==> src/rtl/ntt_intt_ctrl_regs.sv <==
// ntt_intt_ctrl_regs
// -----------------------------------------------------------------------------
// Control/status register block for the NTT/INTT accelerator on the X-HEEP
// external peripheral port (0x2000-byte window, single-word accesses).
//
// Register map (byte offsets from BASE_ADDR):
//   0x00 CTRL    bit0 START (write-1, self-clearing, reads 0), bit1 MODE (rw)
//   0x04 STATUS  bit0 BUSY (ro), bit1 DONE (sticky, write-1-to-clear)
//   0x08 IRQ_EN  bit0 (rw)
//   0x0C CYCLES  latency of the last completed operation (ro)
//   0x10..0x1FFC read 0 / write dropped, both with rsp_error_o=1
//
// Optional feature macro: NTT_INTT_CYCLE_CNT_EN
//   defined     : 32-bit saturating latency counter and CYCLES register exist.
//   not defined : no counter logic; CYCLES reads 0 without error.
//
// Ports:
//   clk_i, rst_i              clock, asynchronous active-high reset
//   req_valid_i/req_ready_o   request handshake (ready tied high)
//   req_write_i, req_addr_i,  request type, byte address,
//   req_be_i, req_wdata_i     byte enables, write data
//   rsp_valid_o, rsp_rdata_o, response one cycle after each request
//   rsp_error_o
//   core_start_o, core_mode_o start pulse and NTT(0)/INTT(1) mode to the core
//   core_done_i               completion pulse from the core
//   irq_o                     level interrupt, DONE & IRQ_EN (registered)
// -----------------------------------------------------------------------------
module ntt_intt_ctrl_regs #(
  parameter int unsigned           ADDR_WIDTH = 32,
  // X-HEEP EXT_PERIPHERAL_START_ADDRESS, peripheral index 0.
  parameter logic [ADDR_WIDTH-1:0] BASE_ADDR  = ADDR_WIDTH'(32'h3000_0000)
) (
  input  logic                  clk_i,
  input  logic                  rst_i,
  input  logic                  req_valid_i,
  output logic                  req_ready_o,
  input  logic                  req_write_i,
  input  logic [ADDR_WIDTH-1:0] req_addr_i,
  input  logic [3:0]            req_be_i,
  input  logic [31:0]           req_wdata_i,
  output logic                  rsp_valid_o,
  output logic [31:0]           rsp_rdata_o,
  output logic                  rsp_error_o,
  output logic                  core_start_o,
  output logic                  core_mode_o,
  input  logic                  core_done_i,
  output logic                  irq_o
);

  typedef enum logic {
    ST_IDLE = 1'b0,
    ST_RUN  = 1'b1
  } state_e;

  localparam logic [10:0] IDX_CTRL   = 11'd0;
  localparam logic [10:0] IDX_STATUS = 11'd1;
  localparam logic [10:0] IDX_IRQ_EN = 11'd2;
  localparam logic [10:0] IDX_CYCLES = 11'd3;

  state_e      state_q, state_d;
  logic        mode_q, mode_d;
  logic        done_q, done_d;
  logic        irq_en_q, irq_en_d;
  logic        start_q, start_d;
  logic        irq_q;
  logic        rsp_valid_q;
  logic [31:0] rsp_rdata_q, rsp_rdata_d;
  logic        rsp_error_q, rsp_error_d;

  // Word index inside the window: offset bits [12:2].
  logic [10:0] word_idx;
  logic        sel_ctrl, sel_status, sel_irq_en, sel_bad;
  logic        rd_req, wr_en, start_req, launch, finish;
  logic [31:0] cycles_rd;

  assign word_idx   = 11'((req_addr_i - BASE_ADDR) >> 2);
  assign sel_ctrl   = (word_idx == IDX_CTRL);
  assign sel_status = (word_idx == IDX_STATUS);
  assign sel_irq_en = (word_idx == IDX_IRQ_EN);
  assign sel_bad    = (word_idx > IDX_CYCLES);

  assign rd_req    = req_valid_i & ~req_write_i;
  // All writable fields live in byte 0, so only req_be_i[0] gates a write.
  assign wr_en     = req_valid_i & req_write_i & req_be_i[0] & ~sel_bad;
  assign start_req = wr_en & sel_ctrl & req_wdata_i[0];
  assign launch    = (state_q == ST_IDLE) & start_req;
  assign finish    = (state_q == ST_RUN) & core_done_i;

  // Upper byte enables and write data bits carry no fields.
  logic unused_bits;
  assign unused_bits = ^{req_be_i[3:1], req_wdata_i[31:2]};

`ifdef NTT_INTT_CYCLE_CNT_EN
  logic [31:0] cnt_q, cnt_d;
  logic [31:0] cycles_q, cycles_d;

  // The counter is seeded with 1 at launch, so it already reads 1 in the
  // core_start_o cycle and equals the inclusive start-to-done latency when
  // core_done_i arrives.
  always_comb begin
    cnt_d    = cnt_q;
    cycles_d = cycles_q;
    if (launch) begin
      cnt_d = 32'd1;
    end else if (finish) begin
      cycles_d = cnt_q;
    end else if (state_q == ST_RUN && cnt_q != '1) begin
      cnt_d = cnt_q + 32'd1;
    end
  end

  always_ff @(posedge clk_i or posedge rst_i) begin
    if (rst_i) begin
      cnt_q    <= '0;
      cycles_q <= '0;
    end else begin
      cnt_q    <= cnt_d;
      cycles_q <= cycles_d;
    end
  end

  assign cycles_rd = cycles_q;
`else
  assign cycles_rd = '0;
`endif

  // NOTE: every signal assigned here gets a default first so no path leaves
  // it unassigned; otherwise synthesis would infer a latch.
  always_comb begin
    state_d  = state_q;
    mode_d   = mode_q;
    done_d   = done_q;
    irq_en_d = irq_en_q;
    start_d  = 1'b0;

    if (wr_en && sel_irq_en) begin
      irq_en_d = req_wdata_i[0];
    end
    // Clear first so a same-cycle completion below overrides it (set wins).
    if (wr_en && sel_status && req_wdata_i[1]) begin
      done_d = 1'b0;
    end

    case (state_q)
      ST_IDLE: begin
        if (wr_en && sel_ctrl) begin
          mode_d = req_wdata_i[1];
        end
        if (launch) begin
          state_d = ST_RUN;
          start_d = 1'b1;
          done_d  = 1'b0;
        end
      end
      ST_RUN: begin
        // MODE and START writes are ignored while the core is busy.
        if (finish) begin
          state_d = ST_IDLE;
          done_d  = 1'b1;
        end
      end
      default: state_d = ST_IDLE;
    endcase
  end

  // Response path: data and error are captured from the request cycle.
  always_comb begin
    rsp_rdata_d = '0;
    rsp_error_d = req_valid_i & (sel_bad | ((state_q == ST_RUN) & start_req));
    if (rd_req) begin
      case (word_idx)
        IDX_CTRL:   rsp_rdata_d = {30'd0, mode_q, 1'b0};
        IDX_STATUS: rsp_rdata_d = {30'd0, done_q, state_q == ST_RUN};
        IDX_IRQ_EN: rsp_rdata_d = {31'd0, irq_en_q};
        IDX_CYCLES: rsp_rdata_d = cycles_rd;
        default:    rsp_rdata_d = '0;
      endcase
    end
  end

  // NOTE: sequential state uses non-blocking assignments so every register
  // samples the pre-edge value of the others, independent of statement order.
  always_ff @(posedge clk_i or posedge rst_i) begin
    if (rst_i) begin
      state_q     <= ST_IDLE;
      mode_q      <= 1'b0;
      done_q      <= 1'b0;
      irq_en_q    <= 1'b0;
      start_q     <= 1'b0;
      irq_q       <= 1'b0;
      rsp_valid_q <= 1'b0;
      rsp_rdata_q <= '0;
      rsp_error_q <= 1'b0;
    end else begin
      state_q     <= state_d;
      mode_q      <= mode_d;
      done_q      <= done_d;
      irq_en_q    <= irq_en_d;
      start_q     <= start_d;
      irq_q       <= done_q & irq_en_q;
      rsp_valid_q <= req_valid_i;
      rsp_rdata_q <= rsp_rdata_d;
      rsp_error_q <= rsp_error_d;
    end
  end

  assign req_ready_o  = 1'b1;
  assign rsp_valid_o  = rsp_valid_q;
  assign rsp_rdata_o  = rsp_rdata_q;
  assign rsp_error_o  = rsp_error_q;
  assign core_start_o = start_q;
  assign core_mode_o  = mode_q;
  assign irq_o        = irq_q;

endmodule

==> config.mk <==
export PLATFORM = sky130hd
export DESIGN_NAME = ntt_intt_ctrl_regs
export DESIGN_NICKNAME = d
export VERILOG_FILES = /design/src/rtl/ntt_intt_ctrl_regs.sv
export SDC_FILE = /design/constraint.sdc
export NUM_CORES = 1
export LEC_CHECK = 0
export ABC_CLOCK_PERIOD_IN_PS = 1330
export BUFFER_PORTS_ARGS = -buffer_cell sky130_fd_sc_hd__buf_4
export CORE_MARGIN = 2
export CORE_UTILIZATION = 26
export CTS_CLUSTER_DIAMETER = 120
export CTS_CLUSTER_SIZE = 40
export DETAILED_ROUTE_END_ITERATION = 7
export GPL_TIMING_DRIVEN = 0
export PLACE_DENSITY = 0.87
export SYNTH_ARGS = -nofsm -noshare
export SYNTH_HDL_FRONTEND = slang
export SYNTH_SLANG_ARGS = --single-unit
==> constraint.sdc <==
create_clock -name clk_i -period 1.33 [get_ports clk_i]
set_input_delay 0.0665 -clock clk_i [delete_from_list [all_inputs] [get_ports clk_i]]
set_output_delay 0.0665 -clock clk_i [all_outputs]
set_load 0.02 [all_outputs]
# After elaboration in Yosys (flattened, before gate mapping)
# Index checks and enable logic that the tools add are counted.
[word_totals]
inputBits = 73
ram_bits = 0
output_inout_bits = 38
memories = 0
regBits = 40
latchBits = 0
wordCells = 44
mem_bits_ro = 0
[op_classes]
reduce_logical = 6
bitwise = 15
n_eq_ne = 2
magnitude_cmp = 1
multipliers = 0
n_mux = 10
div_mod_pow = 0
add_sub_neg = 1
shift = 0
[ops]
columns = ["op", "count"]
rows = [
  ["13-bit by 1-bit subtractor with 13-bit output (second input constant)", 1],
  ["1-bit bitwise AND", 11],
  ["11-bit by 1-bit == test with 1-bit output (second input constant)", 1],
  ["11-bit by 2-bit == test with 1-bit output (second input constant)", 1],
  ["11-bit by 2-bit greater-than comparator with 1-bit output (second input constant)", 1],
  ["11-bit logical NOT", 1],
  ["1-bit 2-to-1 mux", 6],
  ["2-bit case mux with 3 select lines", 1],
  ["1-bit logical AND", 4],
  ["1-bit case mux with 2 select lines", 2],
  ["1-bit NOT", 3],
  ["2-bit 2-to-1 mux", 1],
  ["2-bit AND reduction", 1],
  ["1-bit bitwise OR", 1],
]

# Longest topological paths before layout
# Gate-level depths: netlist of run 1.
[logic_depth]
depth_word = 9
ltp_mapped = 5
depth_no_buf = 4

# Least setup slack after synthesis of run 1
# OpenSTA, ideal clock, no wires.
[synth_path]
path_type = "reg-to-reg"
startpoint = "register state_q"
endpoint = "register mode_q, in the netlist core_mode_o"
slack_ns = -0.047
t_required_ns = 1.205
n_path_buf = 0
path_stages_with_launch = 4
arrival_time_ns = 1.252
cell_sequence = "dfrtp_1 or4_1 nor2_1 mux2_2"
[synth_between]
elab_chain_cells = 2
[synth_lines]
columns = ["element", "line", "source"]
rows = [
  ["start, declared", "60", "state_e state_q, state_d;"],
  ["start signal, assigned", "195", "state_q <= state_d;"],
  ["1-bit NOT", "-", ""],
  ["2-bit AND reduction (no source line)", "-", ""],
  ["end signal, assigned", "196", "mode_q <= mode_d;"],
  ["end, declared", "61", "logic mode_q, mode_d;"],
]
# Every way passes these cells.
# A chain may end at the register's enable or synchronous reset.

# Worst setup path in the final report of run 1
# Ends and elaborated chain as after synthesis.

==> flow_metrics.env, run 1 <==
export IMPL_cts_buffers_inserted=3
export IMPL_cts_root_buf="sky130_fd_sc_hd__clkbuf_4"
export IMPL_critical_path_arrival_ps=1550
export IMPL_critical_path_startpoint_type="flip-flop"
export IMPL_drtPass1Iterations=4
export IMPL_synth_seq_area_share_pct=35.1
export IMPL_synth_area_per_inst_um2=9.37
export IMPL_finalWorstSetupSlack_ps=-61.5
export IMPL_final_hold_worst_slack_ps=32.3
export IMPL_fin_area_um2=1130
export IMPL_cts_tree="built"
export IMPL_status="complete, but fails checks"
export IMPL_floorplan_die_height_um=56.3
export IMPL_syn2layout_area_growth_pct=58.5
export IMPL_h_tree_depth=1
export IMPL_remaining_drc_errors=0
export IMPL_power_ir_vdd_worst_mv=0.361
export IMPL_wire_length_of_the_first_global_routing_pass_um=2330
export IMPL_fmaxAchievable_ghz=0.719
export IMPL_num_antenna_cells=0
export IMPL_worstRegToRegCells=3
export IMPL_yosysWarningCount=0
export IMPL_die_width_um=56.3
export IMPL_setup_violations=1
export IMPL_min_path_type="in2reg"
export IMPL_route_vias_total=614
export IMPL_synth_cell_types=25
export IMPL_number_of_enable_type_register_cells_in_the_synthesized_netlist=0
export IMPL_worst_skew_pair_late_latency_ps=270
export IMPL_leakage_uw=0.000627
export IMPL_ctsLongestPathBuffers=2
export IMPL_synthesis_instances=76
export IMPL_synth_async_sr_flop_share_pct=100
export IMPL_via_per_inst=3.65
export IMPL_port_buffers=24
export IMPL_die_area_um2=3170
export IMPL_clock_skew_final_ps=4.41
export IMPL_failing_checks="negative setup slack"
export IMPL_unrepaired_setup_endpoints_after_global_routing="yes"
export IMPL_maxCapViolations=0
export IMPL_floorplan_io_pins=111
export IMPL_drive_gt1_share_pct=48.6
export IMPL_final_antenna_net_count=0
export IMPL_hold_viol_final=0
export IMPL_number_of_antenna_violations_at_the_first_check_in_global_routing=0
export IMPL_path_class="reg2reg"
export IMPL_ff2ff_setup_slack_ps=-60
export IMPL_clock_pin_slew_reported_for_the_worst_setup_and_hold_paths_after_clock_tree_synthesis_ps=70
export IMPL_post_synth_instance_area_um2=712
export IMPL_layout_nets=212
export IMPL_worstReg2RegEnd="core_mode_o"
export IMPL_track_usage_pct=9.88
export IMPL_worst_hold_path_endpoint="irq_en_q"
export IMPL_place_detailed_hpwl_um=1210
export IMPL_gp_congestion=0.833
export IMPL_final_min_period_over_clock_period_pct=105
export IMPL_flip_flop_cell_with_the_highest_count_after_synthesis="sky130_fd_sc_hd__dfrtp_1"
export IMPL_clock_sinks=10
export IMPL_coreArea_um2=2540
export IMPL_setup_worst_path_end_class="flip-flop"
export IMPL_finish_utilization_pct=44.3
export IMPL_timing_rr_start="state_q"
export IMPL_worst_hold_stages=2
export IMPL_initial_utilization_pct=28.0
export IMPL_pwr_density_cell_nw_per_um2=727
export IMPL_first_global_vias=560
export IMPL_first_iter_violations=7
export IMPL_timing_hold_worst_start="req_wdata_i[0]"
export IMPL_period_needed_ps=1390
export IMPL_fin_max_slew_vios=0
export IMPL_yosys_reg_bits=10
export IMPL_overflow=0
export IMPL_mostFrequentLayoutCells="sky130_fd_sc_hd__buf_4 (56), sky130_fd_sc_hd__conb_1 (31), sky130_fd_sc_hd__dfrtp_1 (10), sky130_fd_sc_hd__dlygate4sd3_1 (4)"
export IMPL_routed_wl_um=1560
export IMPL_largest_net_degree_at_the_start_of_global_routing=11
export IMPL_placement_rows=18
export IMPL_wire_per_inst_um=9.29
export IMPL_layout_commonest_cell="sky130_fd_sc_hd__buf_4"
export IMPL_worst_ep_required_time_ps=1490
export IMPL_power_uw=821
export IMPL_maximum_fanout_count_along_the_critical_path=2
export IMPL_placed_inst_area_um2=1040
-- cell families after synthesis --
group                  Yosys count  share of synthesized area [%]
buffers and inverters           35                           34.8
other                            2                           1.05
flip-flops                      10                           35.1
AND/OR/NAND/NOR                 20                           19.3
AO/OA/AOI/OAI                    6                           5.10
multiplexers                     3                           4.57
-- repair_timing --
action	4_1_cts	5_1_grt
endpoints found under the setup margin	1	1
hold buffers	4	0
setup buffers	1	0
endpoints found under the hold margin	13	0
gates resized for setup	0	2
pin swaps	0	0
-- worst max-delay path, stage by stage (launching register included) --
cell                      delay [ps]
sky130_fd_sc_hd__dfrtp_1         380
sky130_fd_sc_hd__or4_1           480
sky130_fd_sc_hd__nor2_2          120
sky130_fd_sc_hd__mux2_4          300
-- per-layer routing --
metal	part of all wire, %	wire [µm]	up-vias	GRT usage [%]
li1	-	-	312	-
met1	35	539	257	9.63
met2	51	802	40	17.1
met3	11	174	5	3.92
met4	2.8	44	0	6.46
met5	0	0	-	0
-- through the flow --
| step | setup TNS [ps] | setup WS [ps] | instances |
|---|---|---|---|
| floorplan | -47.3 | -47.3 | 105 |
| global placement | -464 | -160 | 159 |
| detailed placement | -479 | -178 | 159 |
| CTS | -73.0 | -73.0 | 168 |
| global route | -102 | -98.2 | 168 |
| finish | -61.5 | -61.5 | 168 |
-- sequential cells by signal, summed over array words and instances, names as in the netlist --
signal and cells:
state_q 1, irq_o 1, rsp_valid_o 1, rsp_error_o 1
core_mode_o 1, irq_en_q 1, done_q 1, rsp_rdata_o 2
core_start_o 1
-- cells in the mapped netlist, drive strengths merged (2+ instances only) --
| cell type | count | area [µm²] |
|---|---|---|
| conb | 2 | 7.51 |
| buf | 31 | 233 |
| dfrtp | 10 | 250 |
| mux2 | 2 | 22.5 |
| a21oi | 3 | 15.0 |
| inv | 3 | 11.3 |
| nand2 | 2 | 7.51 |
| nor2 | 4 | 15.0 |
| nor3 | 3 | 20.0 |
| or4b | 2 | 23.8 |
| nand3b | 2 | 15.0 |
| nand3 | 2 | 15.0 |
-- final cells by class --
type,count,area [µm²]
buffer,32,236
clock buffer,4,36.3
fill,264,1420
inverter,3,11.3
multi-input combinational,60,329
sequential,10,250
tap,30,37.5
timing repair buffer,29,228
-- where the power goes --
| group | internal, µW | total (µW) | switching (µW) |
|---|---|---|---|
| Sequential | 307 | 309 | 1.20 |
| Clock | 166 | 275 | 109 |
| Combinational | 113 | 237 | 124 |
-- worst max path at each step --
stage	start	end	cells after the start
2_1_floorplan	state_q	core_mode_o	3
4_1_cts	state_q	core_mode_o	3
6_report	state_q	core_mode_o	3
3_3_place_gp	req_addr_i[10]	irq_en_q	5
3_5_place_dp	req_addr_i[10]	irq_en_q	5
5_1_grt	state_q	core_mode_o	3
(Power assumes the default switching activity.)
==> run 2: changes to the inputs <==
--- a/config.mk
+++ b/config.mk
@@ -12,8 +12,8 @@
 export CTS_CLUSTER_DIAMETER = 120
 export CTS_CLUSTER_SIZE = 40
 export DETAILED_ROUTE_END_ITERATION = 7
-export GPL_TIMING_DRIVEN = 0
 export PLACE_DENSITY = 0.87
+export RECOVER_POWER = 50
 export SYNTH_ARGS = -nofsm -noshare
 export SYNTH_HDL_FRONTEND = slang
 export SYNTH_SLANG_ARGS = --single-unit
==> run 2 against run 1 <==
Compared with the run above: the run still ends with negative setup slack left; combinational power is 31% lower; non-clock buffer count is 30 lower; register-to-register slack worse by 20 ps; final cell count is 18% lower; wire length is 16% lower; final area is 20% lower; setup slack worse by 25 ps; sequential share of layout area is 5.4 points higher; power is 10% lower; clock skew is 3.9 ps lower; critical endpoint unchanged; highest routed layer is now met3.
==> flow_metrics.env, run 2 (synthesis results as in run 1) <==
export IMPL_path_class="reg2reg"
export IMPL_critical_path_arrival_ps=1560
export IMPL_largest_net_degree_at_the_start_of_global_routing=11
export IMPL_coreArea_um2=2540
export IMPL_number_of_antenna_violations_at_the_first_check_in_global_routing=0
export IMPL_syn2layout_area_growth_pct=27.6
export IMPL_maxCapViolations=0
export IMPL_setup_ws_pre_cts_ps=-135
export IMPL_wire_per_inst_um=9.51
export IMPL_final_antenna_net_count=0
export IMPL_wire_length_of_the_first_global_routing_pass_um=1920
export IMPL_unrepaired_setup_endpoints_after_global_routing="yes"
export IMPL_worst_skew_pair_late_latency_ps=260
export IMPL_top_usage_layer="met2"
export IMPL_crit_path_max_incr_delay_ps=500
export IMPL_fmaxAchievable_ghz=0.706
export IMPL_die_width_um=56.3
export IMPL_power_ir_vdd_worst_mv=0.393
export IMPL_crit_chain="or4_4 > nor2_4 > mux2_4"
export IMPL_first_global_vias=458
export IMPL_finalNonFillerCells=138
export IMPL_leakage_uw=0.000461
export IMPL_num_antenna_cells=0
export IMPL_fin_max_slew_vios=0
export IMPL_drive_gt1_share_pct=34.3
export IMPL_min_path_type="in2reg"
export IMPL_floorplan_die_height_um=56.3
export IMPL_finalWorstSetupSlack_ps=-86.4
export IMPL_hold_viol_final=0
export IMPL_period_needed_ps=1420
export IMPL_place_detailed_hpwl_um=1040
export IMPL_port_buffers=25
export IMPL_clock_pin_slew_reported_for_the_worst_setup_and_hold_paths_after_clock_tree_synthesis_ps=60
export IMPL_cp_slowest_cell="sky130_fd_sc_hd__or4_4"
export IMPL_critical_path_startpoint_type="flip-flop"
export IMPL_placement_rows=18
export IMPL_timing_hold_worst_start="req_wdata_i[0]"
export IMPL_mostFrequentLayoutCells="sky130_fd_sc_hd__conb_1 (31), sky130_fd_sc_hd__buf_4 (24), sky130_fd_sc_hd__dfrtp_1 (10), sky130_fd_sc_hd__clkbuf_4 (4), sky130_fd_sc_hd__dlygate4sd3_1 (4)"
export IMPL_maximum_fanout_count_along_the_critical_path=2
export IMPL_crit_path_start="state_q"
export IMPL_fin_area_um2=908
export IMPL_ctsLongestPathBuffers=2
export IMPL_h_tree_depth=1
export IMPL_overflow=0
export IMPL_clock_skew_final_ps=0.474
export IMPL_pwr_density_cell_nw_per_um2=810
export IMPL_worst_ep_required_time_ps=1480
export IMPL_setup_worst_path_end_class="flip-flop"
export IMPL_drtPass1Iterations=4
export IMPL_clock_sinks=10
export IMPL_via_per_inst=3.84
export IMPL_timing_rr_start="state_q"
export IMPL_gp_congestion=0.778
export IMPL_floorplan_io_pins=111
export IMPL_layout_commonest_cell="sky130_fd_sc_hd__conb_1"
export IMPL_track_usage_pct=8.06
export IMPL_die_area_um2=3170
export IMPL_grt_use_met3_pct=4.84
export IMPL_placed_cells_incl_taps=130
export IMPL_groute_layer_met1_usage_pct=8.64
export IMPL_setup_violations=1
export IMPL_placed_inst_area_um2=825
export IMPL_largest_reg_flops=2
export IMPL_final_min_period_over_clock_period_pct=106
export IMPL_routed_wl_um=1310
export IMPL_initial_utilization_pct=28.0
export IMPL_cts_root_buf="sky130_fd_sc_hd__clkbuf_4"
export IMPL_first_iter_violations=11
export IMPL_layout_nets=182
export IMPL_route_vias_total=530
export IMPL_remaining_drc_errors=0
export IMPL_globalRouteMet2Util_pct=13.4
export IMPL_status="complete, but fails checks"
export IMPL_failing_checks="negative setup slack"
export IMPL_cts_buffers_inserted=3
export IMPL_cts_tree="built"
[run 2: cell count changes in the layout (fill, tap and decap cells not counted), sizes merged]
cell | previous run | this run
buf | 56 | 24
clkbuf | 5 | 7
[run 2: layout make-up]
type,count,area (µm²)
Sequential cell,10,250
Multi-Input combinational cell,60,338
Clock buffer,4,36.3
Fill cell,272,1640
Inverter,3,11.3
Timing Repair Buffer,31,235
Tap cell,30,37.5
[run 2: final timing paths]
path                       cells past startpoint  slack [ps]             end
min                                            2          40        irq_en_q
max reg2reg                                    3         -90     core_mode_o
max                                            3         -90     core_mode_o
min in group asynchronous                      3         330          done_q
max in group asynchronous                      3         740  rsp_rdata_o[1]
min reg2reg                                    1         520           irq_o
[run 2: worst max-delay path, delay by kind of cell, from the launching register on]
kind	cells	cell delay, ps
flip-flops	1	390
multiplexers	1	300
AND/OR/NAND/NOR	2	630
[run 2: per-layer routing]
layer  share of wire (%)  wire length (µm)
met1                  39               518
met2                  49               645
met3                  11               148
met4                   0                 0
met5                   0                 0
[run 2: where the power goes]
part           switching, µW  internal, µW
clock network           97.9           166
logic                    113          51.0
registers               1.04           308
[run 2: metrics by stage]
step | setup TNS, ps | power [µW] | util, % | hold WS [ps]
after floorplan | -47.3 | 484 | - | -93.3
after global placement | -235 | 468 | 32.4 | 55.0
after detailed placement | -310 | 469 | 32.4 | 64.1
after CTS | -70.1 | 748 | 35.4 | 32.7
after global routing | -114 | 774 | 35.7 | 47.3
final | -86.4 | 736 | 35.7 | 40.4
[run 2: repair_timing]
| action | in CTS | in global routing |
|---|---|---|
| endpoints found under the hold margin | 13 | 0 |
| pin swaps | 0 | 1 |
| setup endpoints to repair | 1 | 1 |
| setup buffers | 0 | 0 |
| hold buffers | 4 | 0 |
| gates resized for setup | 0 | 4 |
==> run 3: changes to the inputs <==
==> constraint.sdc (replaced) <==
create_clock -name clk_i -period 1.33 [get_ports clk_i]
set_input_delay 0.1995 -clock clk_i [delete_from_list [all_inputs] [get_ports clk_i]]
set_output_delay 0.1995 -clock clk_i [all_outputs]
set_load 0.02 [all_outputs]
==> run 3 against run 2 <==
Compared with the run above: the run still ends with negative setup slack left; largest power group unchanged; final area grew 3.6%; critical endpoint unchanged; highest routed layer is now met4; first-iteration DRC count shrank 100%; global-route usage grew 1.4 points; combinational power grew 7%; wire length grew 15%; final cell count grew 2.2%; register-to-register slack gained 20 ps.
==> flow_metrics.env, run 3 (synthesis results as in run 1) <==
export IMPL_leakage_uw=0.000481
export IMPL_cp_slowest_cell="sky130_fd_sc_hd__or4_4"
export IMPL_critical_path_startpoint_type="flip-flop"
export IMPL_largest_reg_flops=2
export IMPL_layout_commonest_cell="sky130_fd_sc_hd__buf_4"
export IMPL_number_of_antenna_violations_at_the_first_check_in_global_routing=0
export IMPL_critical_path_arrival_ps=1540
export IMPL_die_width_um=56.3
export IMPL_critical_path_top_delay_family="simple AND/OR/NAND/NOR gates"
export IMPL_maximum_fanout_count_along_the_critical_path=2
export IMPL_pwr_density_cell_nw_per_um2=730
export IMPL_crit_chain="or4_4 > nor2_4 > mux2_4"
export IMPL_clock_pin_slew_reported_for_the_worst_setup_and_hold_paths_after_clock_tree_synthesis_ps=60
export IMPL_track_usage_pct=9.45
export IMPL_clock_sinks=10
export IMPL_h_tree_depth=1
export IMPL_port_buffers=25
export IMPL_drive_gt1_share_pct=41.4
export IMPL_ctsLongestPathBuffers=2
export IMPL_overflow=0
export IMPL_wire_per_inst_um=10.7
export IMPL_power_ir_vdd_worst_mv=0.273
export IMPL_clock_skew_final_ps=3.78
export IMPL_first_iter_violations=0
export IMPL_gp_congestion=0.815
export IMPL_worst_ep_required_time_ps=1480
export IMPL_coreArea_um2=2540
export IMPL_setup_violations=1
export IMPL_power_uw=687
export IMPL_syn2layout_area_growth_pct=32.2
export IMPL_unrepaired_setup_endpoints_after_global_routing="yes"
export IMPL_critical_path_n_buffers_inverters=0
export IMPL_setup_worst_path_end_class="flip-flop"
export IMPL_status="complete, but fails checks"
export IMPL_cts_setup_buffers=0
export IMPL_pwr_share_clk_pct=29.3
export IMPL_mostFrequentLayoutCells="sky130_fd_sc_hd__buf_4 (32), sky130_fd_sc_hd__conb_1 (31), sky130_fd_sc_hd__dfrtp_1 (10), sky130_fd_sc_hd__clkbuf_4 (4)"
export IMPL_final_fill_count=266
export IMPL_placement_rows=18
export IMPL_floorplan_io_pins=111
export IMPL_drtPass1Iterations=1
export IMPL_final_antenna_net_count=0
export IMPL_power_share_combinational_pct=25.7
export IMPL_fin_max_slew_vios=0
export IMPL_wire_length_of_the_first_global_routing_pass_um=2250
export IMPL_cts_buffers_inserted=3
export IMPL_place_detailed_hpwl_um=1230
export IMPL_finalWorstSetupSlack_ps=-66.6
export IMPL_min_path_type="in2reg"
export IMPL_remaining_drc_errors=0
export IMPL_maxCapViolations=0
export IMPL_first_global_vias=528
export IMPL_failing_checks="negative setup slack"
export IMPL_final_min_period_over_clock_period_pct=105
export IMPL_netSwitchingPower_uw=216
export IMPL_path_class="reg2reg"
export IMPL_via_per_inst=3.92
export IMPL_cts_tree="built"
export IMPL_num_antenna_cells=0
export IMPL_power_internal_uw=471
export IMPL_finish_utilization_pct=37.0
export IMPL_crit_path_max_incr_delay_ps=500
export IMPL_die_area_um2=3170
export IMPL_floorplan_die_height_um=56.3
export IMPL_worst_skew_pair_late_latency_ps=260
export IMPL_fin_area_um2=941
export IMPL_largest_net_degree_at_the_start_of_global_routing=11
export IMPL_placed_inst_area_um2=892
export IMPL_ff2ff_setup_slack_ps=-70
export IMPL_initial_utilization_pct=28.0
export IMPL_route_vias_total=553
export IMPL_period_needed_ps=1400
export IMPL_fmaxAchievable_ghz=0.716
export IMPL_hold_viol_final=0
export IMPL_switching_power_share_of_the_total_pct=31.5
export IMPL_setup_ws_pre_cts_ps=-217
export IMPL_cts_root_buf="sky130_fd_sc_hd__clkbuf_4"
export IMPL_layout_nets=186
export IMPL_p_seq_share_pct=45.0
export IMPL_routed_wl_um=1500
run 3: cell types whose count changed in the layout (fill, tap and decap cells not counted):
cell                            previous run  this run
sky130_fd_sc_hd__nor4b_1                   1         0
sky130_fd_sc_hd__clkbuf_1                  2         1
sky130_fd_sc_hd__nor4b_2                   0         1
sky130_fd_sc_hd__nor4_2                    1         0
sky130_fd_sc_hd__nor4_4                    0         1
sky130_fd_sc_hd__nor3_1                    2         1
sky130_fd_sc_hd__nor3_2                    1         2
sky130_fd_sc_hd__dlygate4sd3_1             4         1
sky130_fd_sc_hd__clkbuf_8                  1         0
sky130_fd_sc_hd__buf_4                    24        32
run 3: power groups by stage:
| stage | logic, µW | registers [µW] | clock network, µW |
|---|---|---|---|
| 6_report | 176 | 309 | 201 |
| 5_1_grt | 191 | 309 | 219 |
| 4_1_cts | 177 | 309 | 209 |
| 3_5_place_dp | 174 | 315 | 0 |
| 3_3_place_gp | 172 | 314 | 0 |
| 2_1_floorplan | 168 | 319 | 0 |
run 3: worst paths after layout:
| check | to | startpoint | cells past startpoint |
|---|---|---|---|
| worst max-delay path | core_mode_o | state_q | 3 |
| worst min-delay path | state_q | core_done_i | 2 |
| worst max register to register | core_mode_o | state_q | 3 |
| worst min register to register | core_mode_o | core_mode_o | 1 |
| max in group asynchronous | irq_en_q | rst_i | 3 |
| min in group asynchronous | core_start_o | rst_i | 3 |
run 3: per-layer routing:
layer	vias up	global-route usage, %	routed length (µm)
met3	4	2.53	165
met1	241	10.4	561
li1	261	-	-
met5	-	0	0
met2	47	16.0	743
met4	0	6.12	34
run 3: area by class of cell:
type | instances | area, µm² | share of cell area, %
inverter | 3 | 11.3 | 1.20
clock buffer | 3 | 22.5 | 2.39
multi-input combinational | 60 | 358 | 38.0
timing repair buffer | 35 | 262 | 27.8
tap | 30 | 37.5 | 3.99
sequential | 10 | 250 | 26.6
run 3: through the flow:
stage | hold slack (ps) | std cells | setup TNS [ps]
6_report | 115 | 141 | -66.6
3_5_place_dp | 213 | 137 | -1190
5_1_grt | 130 | 141 | -101
4_1_cts | 115 | 141 | -71.1
3_3_place_gp | 200 | 137 | -826
2_1_floorplan | 39.7 | 105 | -118
run 3: timing repair:
action,in CTS,in global routing
hold buffers,1,0
pin swaps,0,3
hold endpoints to repair,10,0
resized for setup,2,3
endpoints found under the setup margin,1,3
run 3: worst reg2reg max path, stage by stage (launching register included):
cell,delay [ps]
sky130_fd_sc_hd__dfrtp_1,380
sky130_fd_sc_hd__or4_4,500
sky130_fd_sc_hd__nor2_4,110
sky130_fd_sc_hd__mux2_4,300
